$ cat config.mk
export PLATFORM = sky130hd
export DESIGN_NAME = muldiv_unit
export DESIGN_NICKNAME = d
export VERILOG_FILES = /design/src/rtl/muldiv_unit.sv
export SDC_FILE = /design/constraint.sdc
export NUM_CORES = 1
export LEC_CHECK = 0
export CORE_MARGIN = 5
export CORE_UTILIZATION = 28
export CTS_CLUSTER_SIZE = 10
export DETAILED_ROUTE_END_ITERATION = 6
export SETUP_SLACK_MARGIN = 0.15
export SLEW_MARGIN = 30
export SYNTH_ARGS = -nofsm -noshare
export SYNTH_HDL_FRONTEND = slang
export SYNTH_SLANG_ARGS = --single-unit
export TNS_END_PERCENT = 5
$ cat constraint.sdc
create_clock -name clk -period 4.99 [get_ports clk]
set_clock_uncertainty 0.1 [all_clocks]
set_input_delay 0.7485 -clock clk [delete_from_list [all_inputs] [get_ports clk]]
set_output_delay 0.7485 -clock clk [all_outputs]
set_load 0.01 [all_outputs]
$ cat src/rtl/muldiv_unit.sv
// Iterative signed multiply / divide / remainder unit.
// One bit per cycle: shift-add for MUL, restoring division for DIV/REM,
// both on operand magnitudes with the sign fixed up when entering DONE.
module muldiv_unit #(
  parameter int WIDTH = 32
) (
  input  logic             clk,
  input  logic             reset,
  input  logic             start,
  input  logic [25:0]      Operation,
  input  logic [WIDTH-1:0] SrcA,
  input  logic [WIDTH-1:0] SrcB,
  output logic [WIDTH-1:0] result,
  output logic             busy,
  output logic             done,
  output logic             stall
);

  localparam int CW = (WIDTH > 1) ? $clog2(WIDTH) : 1;

  typedef enum logic [1:0] {IDLE, MUL, DIV, DONE} state_t;

  state_t           state_q, state_d;
  logic [CW-1:0]    cnt_q;
  // MUL: a_q = shifting multiplicand, b_q = shifting multiplier, acc_q = product
  // DIV: a_q = dividend shifting out / quotient shifting in, b_q = divisor,
  //      acc_q = partial remainder
  logic [WIDTH-1:0] a_q, b_q, acc_q;
  logic             neg_q;     // negate the magnitude result at the end
  logic             is_rem_q;  // DIV path returns the remainder
  logic             dbz_q;     // divisor was zero

  // Operation decode; MUL beats DIV beats REM when several bits are set,
  // so REM only applies when bit 24 is clear.
  logic op_mul, op_rem, op_any, accept, last;
  assign op_mul = Operation[23];
  assign op_rem = Operation[25] & ~Operation[24];
  assign op_any = |Operation[25:23];
  assign accept = (state_q == IDLE) & start & op_any;
  assign last   = (cnt_q == CW'(WIDTH-1));

  // Only bits 23..25 carry meaning for this unit.
  logic unused_op;
  assign unused_op = ^Operation[22:0];

  // Operand magnitudes; the most-negative value maps to 2^(WIDTH-1), which
  // still fits as an unsigned WIDTH-bit number.
  logic [WIDTH-1:0] mag_a, mag_b;
  assign mag_a = SrcA[WIDTH-1] ? (~SrcA + 1'b1) : SrcA;
  assign mag_b = SrcB[WIDTH-1] ? (~SrcB + 1'b1) : SrcB;

  // One iteration of each datapath plus the sign-corrected final values.
  logic [WIDTH-1:0] mul_acc_n, mul_res;
  logic [WIDTH:0]   div_sh, div_diff;
  logic             div_ge;
  logic [WIDTH-1:0] div_rem_n, div_quo_n, div_mag, div_res;

  // Combinational step of shift-add and restoring division.
  always_comb begin
    mul_acc_n = acc_q + (b_q[0] ? a_q : '0);
    mul_res   = neg_q ? (~mul_acc_n + 1'b1) : mul_acc_n;

    div_sh    = {acc_q, a_q[WIDTH-1]};
    div_diff  = div_sh - {1'b0, b_q};
    div_ge    = (div_sh >= {1'b0, b_q});
    div_rem_n = div_ge ? div_diff[WIDTH-1:0] : div_sh[WIDTH-1:0];
    div_quo_n = {a_q[WIDTH-2:0], div_ge};
    div_mag   = is_rem_q ? div_rem_n : div_quo_n;
    div_res   = neg_q ? (~div_mag + 1'b1) : div_mag;
    // Divide by zero quotient is all ones regardless of operand signs; the
    // remainder path naturally yields SrcA because the dividend shifts
    // straight through when the divisor is zero.
    if (dbz_q && !is_rem_q) div_res = '1;
  end

  // State register.
  always_ff @(posedge clk or posedge reset) begin
    if (reset) state_q <= IDLE;
    else       state_q <= state_d;
  end

  // Next-state and status outputs.
  always_comb begin
    state_d = state_q;
    busy    = 1'b0;
    done    = 1'b0;
    stall   = 1'b0;
    case (state_q)
      IDLE: if (accept) state_d = op_mul ? MUL : DIV;
      MUL:  begin busy = 1'b1; if (last) state_d = DONE; end
      DIV:  begin busy = 1'b1; if (last) state_d = DONE; end
      DONE: begin done = 1'b1; state_d = IDLE; end
      default: state_d = IDLE;
    endcase
    stall = ~reset & (accept | busy);
  end

  // Operand capture, iteration and result update.
  always_ff @(posedge clk or posedge reset) begin
    if (reset) begin
      cnt_q    <= '0;
      a_q      <= '0;
      b_q      <= '0;
      acc_q    <= '0;
      neg_q    <= 1'b0;
      is_rem_q <= 1'b0;
      dbz_q    <= 1'b0;
      result   <= '0;
    end else begin
      case (state_q)
        IDLE: if (accept) begin
          cnt_q    <= '0;
          a_q      <= mag_a;
          b_q      <= mag_b;
          acc_q    <= '0;
          is_rem_q <= ~op_mul & op_rem;
          neg_q    <= (~op_mul & op_rem) ? SrcA[WIDTH-1] : (SrcA[WIDTH-1] ^ SrcB[WIDTH-1]);
          dbz_q    <= (SrcB == '0);
        end
        MUL: begin
          acc_q <= mul_acc_n;
          a_q   <= a_q << 1;
          b_q   <= b_q >> 1;
          cnt_q <= last ? '0 : cnt_q + 1'b1;
          if (last) result <= mul_res;
        end
        DIV: begin
          acc_q <= div_rem_n;
          a_q   <= div_quo_n;
          cnt_q <= last ? '0 : cnt_q + 1'b1;
          if (last) result <= div_res;
        end
        default: ;
      endcase
    end
  end

endmodule

==> impl_metrics.toml, run 1 <==
[run_status]
status = "completed"

[routing]
first_pass_iters = 5
vias = 15500
wl_per_cell_um = 20.4
ant_nets = 0
routed_wirelength_um = 57000
drt-initial-drc-count = 1392
drc = 0
vias_per_cell = 5.53

[floorplanning]
io_pins = 128
chipWidth_um = 236
die_area_mm2 = 0.0557
start_util = 0.284
num_rows = 82
die_h_um = 236
core-area_mm2 = 0.0504

[cts]
max-clock-path-buffers = 2
clock_sinks = 138
numCtsBuffers = 17
hold_buffers = 0
clkLatencyLatePin_ns = 0.46
clk_pin_slew_worst_paths_ns = 0.08
htree_levels = 4
cts_tree = "built"
cts-root-buf = "clkbuf_16"

[cells_and_area]
layout-area-overhead-vs-synth_pct = 25.8
diodes = 0
final_nets = 2280
layout-drive-gt1-share = 0.142

[sta]
period_minus_slack_ns = 4.76
tightest_slew_ns = 0.879
setup_viol = 0
finalHoldViolations = 0
relSlewSlack = 0.414
max_freq_ghz = 0.210
finalSetupTns_ns = 0
fin_crit_sh = 0.953
fin_ws_ns = 0.234
drv_slew = 0
grt_setup_unrepaired = "true"

[logic_synthesis]
synth_cell_types = 91
yosys_warnings = 0
netlist_area_mm2 = 0.0143
synth_ff_type = "dfrtp_1"
synth.ff_latch_count = 138
async_flop_share = 1.00
yosysSeqAreaShare = 0.241
syn_inst = 1931
syn_avg_cell_area_um2 = 7.41
synth_edf_count = 0
syn_nets = 2101

[global_routing]
grt_pass1_vias = 14800
antenna_found_initial = 3
track_usage = 0.195
grt_start_max_net_pins = 88
globalRouteOverflowTotal = 0
grt_first_pass_wirelength_um = 86500

[setup_path]
cp_slowest_cell = "a21oi_1"
crit_path_start = "acc_q[14]"
crit_type = "reg2reg"
rrSetupSlack_ns = 0.23
crit_path_frequent_cell = "nand2_1"
crit_chain = "ha_2 -> nand2_1 -> nor2_1 -> o211ai_1 -> a311o_1 -> buf_4 -> a21oi_1 -> a31oi_1 -> nor4_4 -> nand2_1 -> or2_1 -> o41ai_4 -> xnor2_2 -> a221oi_2"
start_kind = "flop"
cp_max_fo = 10
r2r-start = "acc_q[14]"
cpPeakStageDelay_ns = 0.51
required_ns = 5.25
r2r-end = "result[31]"
worst-path-stages = 14
cp-endpoint = "result[31]"
endpoint_kind = "flop"
ff2ff_path_depth = 14
arrival_ns = 5.02
path_delay_family = "compound AO/OA/AOI/OAI gates"
crit_buf_inv = 1

[place]
place_congestion = 0.993
port-buffer-count = 104
dp.final_hpwl_um = 44600
pre_cts_slack_ns = -0.0126

[hold_path]
hp-class = "reg2reg"

[job]
maxCapViolations = 0
-- routing by layer --
metal	share of wire	GRT usage
met3	0.060	0.0326
met4	0.052	0.0999
met2	0.47	0.320
met5	0.00032	0
met1	0.42	0.247
-- sequential cells by signal, summed over array words and instances (netlist names) --
name and count:
cnt_q 5, result 32, a_q 32, acc_q 32, b_q 32, dbz_q 1
state_q 2, neg_q 1, is_rem_q 1
-- tightest hold or removal path, stage by stage (launching register included) --
cell and delay (ns):
dfrtp_1 0.34, nand2_1 0.04, o21ai_0 0.06
-- cell families after synthesis --
logic type               count (synthesis)  synth area share
multiplexers                            19            0.0135
adder cells (fa/ha/maj)                 77            0.0684
AO/OA/AOI/OAI                          693             0.309
flip-flops                             138             0.241
XOR/XNOR                               161            0.0985
AND/OR/NAND/NOR                        663             0.219
buffers and inverters                  180            0.0503
-- final cells by class --
type	instances	area [µm²]
Clock inverter	13	219
Inverter	64	248
Tap cell	672	841
Multi-Input combinational cell	1613	10500
Timing Repair Buffer	276	2340
Fill cell	5214	32400
Clock buffer	18	429
Sequential cell	138	3460
-- worst min-delay path by stage --
stage / start / to / slack (ns) / depth (start not counted)
2_1_floorplan: b_q[1] / b_q[1] / 0.37 / 2
3_3_place_gp: result[18] / result[18] / 0.37 / 2
3_5_place_dp: result[1] / result[1] / 0.37 / 2
4_1_cts: result[6] / result[6] / 0.39 / 2
5_1_grt: result[6] / result[6] / 0.40 / 2
6_report: result[8] / result[8] / 0.38 / 2
-- cells in the final DEF, fill, tap and decap left out, types with 13 or more instances in the layout --
cell and n:
a211oi_1 14, a21o_1 25, a21oi_1 173, a22oi_1 14
a31oi_1 20, and2_1 38, buf_4 171, clkbuf_16 17
clkdlybuf4s50_1 103, dfrtp_1 136, ha_1 63, inv_1 60
mux2i_1 16, nand2_1 261, nand2b_1 13, nand3_1 32
nand4_1 25, nor2_1 152, nor3_1 30, o21ai_0 203
o22ai_1 28, o31ai_1 40, o41ai_1 16, or2_2 13
or3_1 16, or4_1 17, xnor2_1 65, xor2_1 95
-- per-stage QoR --
stage                     hold WS, ns  std cells  cell area [µm²]  utilization
final                           0.381       2794            18000        0.357
after global routing            0.403       2794            18000        0.357
after CTS                       0.386       2790            17800        0.353
after detailed placement        0.371       2759            17100        0.339
after global placement          0.369       2759            17100        0.339
after floorplan                 0.371       1931            14400            -
-- synthesized netlist by cell type (19+ instances only) --
cell type,n,area [µm²]
nor2_1,152,571
o31ai_1,41,308
dfrtp_1,138,3450
nor3_1,30,150
nand3_1,33,165
xor2_1,95,832
a31oi_1,22,138
nand2_1,261,980
a21oi_1,180,901
ha_1,75,938
buf_1,19,71.3
inv_1,61,229
o22ai_1,28,175
clkbuf_1,75,282
a211oi_1,20,150
o21ai_0,207,1040
a21o_1,25,188
and2_1,39,244
xnor2_1,66,578
nand4_1,25,156
-- what timing repair did --
item / CTS / global route
endpoints found under the setup margin: 8 / 16
buffers inserted: 0 / 4
pin swaps: 0 / 10
resized for setup: 14 / 43
gates cloned: 0 / 0
Power of run 1 is not shown: default switching activity piles up to over one toggle a cycle in this logic, so the estimate is an artifact.
==> run 2: changes to the inputs <==
--- a/config.mk
+++ b/config.mk
@@ -9,6 +9,7 @@
 export CORE_UTILIZATION = 28
 export CTS_CLUSTER_SIZE = 10
 export DETAILED_ROUTE_END_ITERATION = 6
+export GPL_TIMING_DRIVEN = 0
 export SETUP_SLACK_MARGIN = 0.15
 export SLEW_MARGIN = 30
 export SYNTH_ARGS = -nofsm -noshare
==> constraint.sdc (replaced) <==
create_clock -name clk -period 3.9 [get_ports clk]
set_clock_uncertainty 0.1 [all_clocks]
set_input_delay 0.585 -clock clk [delete_from_list [all_inputs] [get_ports clk]]
set_output_delay 0.585 -clock clk [all_outputs]
set_load 0.01 [all_outputs]
==> run 2 against run 1 <==
Net effect: the flow now finishes with violations (setup timing); first-iteration DRC count increased by 1.1%; flip-flop and latch count stayed put; final area increased by 2.3%; fmax fell by 5.5%; global-route usage up 1.9 points; count of clock-buffer cells in the layout rose by 1; sequential share of layout area fell by 0.21 points; hold slack barely moved; cell count is 0.39% higher.
==> impl_metrics.toml, run 2 (synthesized netlist as in run 1, its figures left out) <==
[setup_path]
cp_max_fo = 7
rrSetupSlack_ns = -1.14
endpoint_kind = "flop"
arrival_ns = 5.30
ff2ff_path_depth = 23
cpPeakStageDelay_ns = 0.44
start_kind = "flop"
crit_type = "reg2reg"
cp_slowest_cell = "dfrtp_2"
required_ns = 4.17
r2r-end = "result[28]"
r2r-start = "acc_q[11]"
crit_chain = "ha_1 -> buf_6 -> a21oi_4 -> o21ai_2 -> a22oi_2 -> a311oi_2 -> buf_4 -> buf_8 -> nor2_4 -> clkbuf_16 -> buf_12 -> mux2i_4 -> nor2_2 -> a21oi_2 -> ha_2 -> nand2_4 -> a2111oi_4 -> a211oi_2 -> or3_4 -> nand2b_4 -> o311ai_0 -> a21oi_1 -> o21ai_0"

[run_status]
violations = "setup timing"
status = "finished, violations left"

[global_routing]
globalRouteOverflowTotal = 0
antenna_found_initial = 1
track_usage = 0.214
grt_start_max_net_pins = 88
grt_first_pass_wirelength_um = 93400
grt_pass1_vias = 15700

[floorplanning]
start_util = 0.284
io_pins = 128
die_area_mm2 = 0.0557
die_h_um = 236
chipWidth_um = 236
core-area_mm2 = 0.0504
num_rows = 82

[sta]
fin_ws_ns = -1.14
finalHoldViolations = 0
period_minus_slack_ns = 5.04
tightest_slew_ns = 0.978
max_freq_ghz = 0.199
setup_viol = 31
drv_slew = 0
relSlewSlack = 0.348
grt_setup_unrepaired = "true"
fin_crit_sh = 1.29

[place]
place_congestion = 1.02
placed_cell_area_mm2 = 0.0164
dp.final_hpwl_um = 48800
port-buffer-count = 104

[routing]
drc = 0
routed_wirelength_um = 62400
vias_per_cell = 5.70
ant_nets = 0
vias = 16000
drt-initial-drc-count = 1408
wl_per_cell_um = 22.2
first_pass_iters = 5

[cts]
clkLatencyLatePin_ns = 0.46
cts_tree = "built"
cts-root-buf = "clkbuf_16"
hold_buffers = 0
clock_sinks = 138
numCtsBuffers = 17
htree_levels = 4
max-clock-path-buffers = 2
clk_pin_slew_worst_paths_ns = 0.07

[cells_and_area]
diodes = 0
layout_common_cells = "nand2_1 (258), o21ai_0 (188), a21oi_1 (163)"
layout-drive-gt1-share = 0.160
final_common_cell = "nand2_1"
final_nets = 2290
layout-area-overhead-vs-synth_pct = 28.6
finish.instance_area_mm2 = 0.0184

[hold_path]
hp-start = "result[7]"
hold_depth = 2
holdPathEnd = "result[7]"
hp-class = "reg2reg"

[job]
maxCapViolations = 0
## run 2: per-layer routing
| layer | GRT usage | part of all wire | up-vias |
|---|---|---|---|
| met5 | 0 | 0 | - |
| met4 | 0.115 | 0.059 | 0 |
| met3 | 0.0260 | 0.057 | 181 |
| met2 | 0.359 | 0.47 | 695 |
| met1 | 0.269 | 0.41 | 7700 |
| li1 | - | - | 7399 |
## run 2: worst max-delay path by stage
stage	from	end	slack, ns	depth (start not counted)
finish	acc_q[11]	result[28]	-1.14	23
floorplan	acc_q[0]	result[30]	-0.68	21
CTS	a_q[31]	result[31]	-1.06	16
detailed placement	acc_q[9]	result[26]	-2.06	22
global route	b_q[27]	result[28]	-1.25	23
global placement	reset	result[7]	-2.72	2
## run 2: what timing repair did
item / in CTS / in global routing
setup endpoints to repair: 64 / 61
gates resized for setup: 184 / 63
cloned: 0 / 0
pin swaps: 36 / 32
setup buffers: 45 / 19
## run 2: final cells by class
cell class                 count  area [µm²]
clock buffer                  19         433
inverter                      64         250
multi-input combinational   1613       11000
clock inverter                13         168
fill                        5263       32000
buffer                       116         649
sequential                   138        3490
timing repair buffer         170        1560
tap                          672         841
## run 2: worst max-delay path: cells and delay by family, from the launching register on
kind | cells | cell delay [ns]
fa+ha+maj | 2 | 0.54
simple gates | 5 | 0.96
compound gates | 10 | 1.93
mux | 1 | 0.26
flops | 1 | 0.44
buf+inv | 5 | 0.72
## run 2: metrics by stage
stage          setup TNS, ns  cells  setup WS, ns  hold WS (ns)   util
2_1_floorplan         -73.08   1931        -0.679         0.371      -
3_3_place_gp         -423.22   2707         -2.72         0.371  0.324
3_5_place_dp          -55.82   2709         -2.06         0.374  0.325
4_1_cts               -18.38   2786         -1.06         0.389  0.357
5_1_grt               -24.28   2805         -1.25         0.416  0.365
6_report              -20.05   2805         -1.14         0.381  0.365
Power of run 2 is left out for the same reason.
==> run 3: changes to the inputs <==
--- a/config.mk
+++ b/config.mk
@@ -5,8 +5,10 @@
 export SDC_FILE = /design/constraint.sdc
 export NUM_CORES = 1
 export LEC_CHECK = 0
+export CAP_MARGIN = 20
 export CORE_MARGIN = 5
 export CORE_UTILIZATION = 28
+export CTS_BUF_LIST = sky130_fd_sc_hd__clkbuf_16
 export CTS_CLUSTER_SIZE = 10
 export DETAILED_ROUTE_END_ITERATION = 6
 export GPL_TIMING_DRIVEN = 0
==> run 3 against run 2 <==
Net effect: the flow still finishes with violations (setup timing); sequential share of layout area about the same; fmax decreased by 0.65%; cell count hardly changed; global-route usage about the same; hold slack about the same; die area unchanged; flip-flop and latch count did not move; non-clock buffer count fell by 1; critical endpoint unchanged.
==> impl_metrics.toml, run 3 (synthesized netlist as in run 1, its figures left out) <==
[run_status]
status = "finished, violations left"
violations = "setup timing"

[setup_path]
start_kind = "flop"
r2r-start = "acc_q[11]"
cp_max_fo = 7
crit_chain = "ha_1 -> buf_6 -> a21oi_4 -> o21ai_2 -> a22oi_2 -> a311oi_2 -> buf_4 -> buf_8 -> nor2_4 -> clkbuf_16 -> buf_12 -> mux2i_4 -> nor2_2 -> a21oi_2 -> ha_2 -> nand2_4 -> a2111oi_4 -> a211oi_2 -> or3_4 -> nand2b_4 -> o311ai_0 -> a21oi_1 -> o21ai_0"
crit_type = "reg2reg"
ff2ff_path_depth = 23
cpPeakStageDelay_ns = 0.44
arrival_ns = 5.34
r2r-end = "result[28]"
cp_slowest_cell = "dfrtp_2"
rrSetupSlack_ns = -1.17
required_ns = 4.17
endpoint_kind = "flop"

[global_routing]
antenna_found_initial = 1
globalRouteOverflowTotal = 0
grt_first_pass_wirelength_um = 93400
track_usage = 0.214
grt_pass1_vias = 15700
grt_start_max_net_pins = 88

[cts]
numCtsBuffers = 17
htree_levels = 4
clkLatencyLatePin_ns = 0.46
clock_sinks = 138
hold_buffers = 0
cts_tree = "built"
clk_pin_slew_worst_paths_ns = 0.07
cts-root-buf = "clkbuf_16"
max-clock-path-buffers = 2

[sta]
max_freq_ghz = 0.197
fin_crit_sh = 1.30
finalHoldViolations = 0
tightest_slew_ns = 0.999
drv_slew = 0
fin_ws_ns = -1.17
grt_setup_unrepaired = "true"
setup_viol = 31
period_minus_slack_ns = 5.07
relSlewSlack = 0.334

[cells_and_area]
layout.cells.non_filler = 2804
layout-drive-gt1-share = 0.161
final_nets = 2289
final_common_cell = "nand2_1"
diodes = 0
layout-area-overhead-vs-synth_pct = 28.6
layout_common_cells = "nand2_1 (258), o21ai_0 (185), a21oi_1 (163)"
finish.instance_area_mm2 = 0.0184

[place]
port-buffer-count = 104
place_congestion = 1.02
pre_cts_slack_ns = -2.06
dp_cells = 2709
dp.final_hpwl_um = 48800
placed_cell_area_mm2 = 0.0164

[floorplanning]
start_util = 0.284
die_area_mm2 = 0.0557
die_h_um = 236
chipWidth_um = 236
num_rows = 82
core-area_mm2 = 0.0504
io_pins = 128

[routing]
wl_per_cell_um = 22.2
routed_wirelength_um = 62300
drc = 0
ant_nets = 0
drt-initial-drc-count = 1417
vias = 16000
vias_per_cell = 5.72
first_pass_iters = 6

[hold_path]
hold_depth = 2
holdPathEnd = "result[7]"
hp-start = "result[7]"
hp-class = "reg2reg"

[job]
maxCapViolations = 0
run 3: worst max-delay path, delay by kind of cell, from the launching register on:
| family | cells | cell delay (ns) |
|---|---|---|
| fa+ha+maj | 2 | 0.54 |
| mux | 1 | 0.26 |
| buf+inv | 5 | 0.72 |
| flops | 1 | 0.44 |
| compound gates | 10 | 1.96 |
| simple gates | 5 | 0.97 |
run 3: metrics by stage:
stage | hold slack, ns | setup TNS (ns) | util
final | 0.381 | -20.26 | 0.365
after global routing | 0.416 | -24.57 | 0.365
after CTS | 0.389 | -18.38 | 0.357
after detailed placement | 0.374 | -55.82 | 0.325
after global placement | 0.371 | -423.22 | 0.324
after floorplan | 0.371 | -73.08 | -
run 3: worst max-delay path by stage:
| stage | from | endpoint | slack, ns | cells past startpoint |
|---|---|---|---|---|
| after floorplan | acc_q[0] | result[30] | -0.68 | 21 |
| after global placement | reset | result[7] | -2.72 | 2 |
| after detailed placement | acc_q[9] | result[26] | -2.06 | 22 |
| after CTS | a_q[31] | result[31] | -1.06 | 16 |
| after global routing | b_q[30] | result[28] | -1.26 | 22 |
| final | acc_q[11] | result[28] | -1.17 | 23 |
run 3: timing repair:
action | 4_1_cts | 5_1_grt
pin swaps | 36 | 32
cloned | 0 | 0
endpoints found under the setup margin | 64 | 61
gates resized for setup | 184 | 68
setup buffers | 45 | 18
run 3: per-layer routing:
metal  wire (µm)  vias to the layer above  global-route usage
met5           0                        -                   0
met4        3590                        0               0.115
met3        3910                      195              0.0260
met2       29400                      679               0.359
met1       25400                     7769               0.269
li1            -                     7391                   -
run 3: final cells by class:
cell class / instances / area, µm²
clock inverters: 15 / 175
flip-flops and latches: 138 / 3490
plain buffers: 116 / 649
repair buffers: 169 / 1550
multi-input cells: 1613 / 11000
clock buffers: 17 / 425
well taps: 672 / 841
inverters: 64 / 250
fillers: 5260 / 32000
Power of run 3 is left out for the same reason.
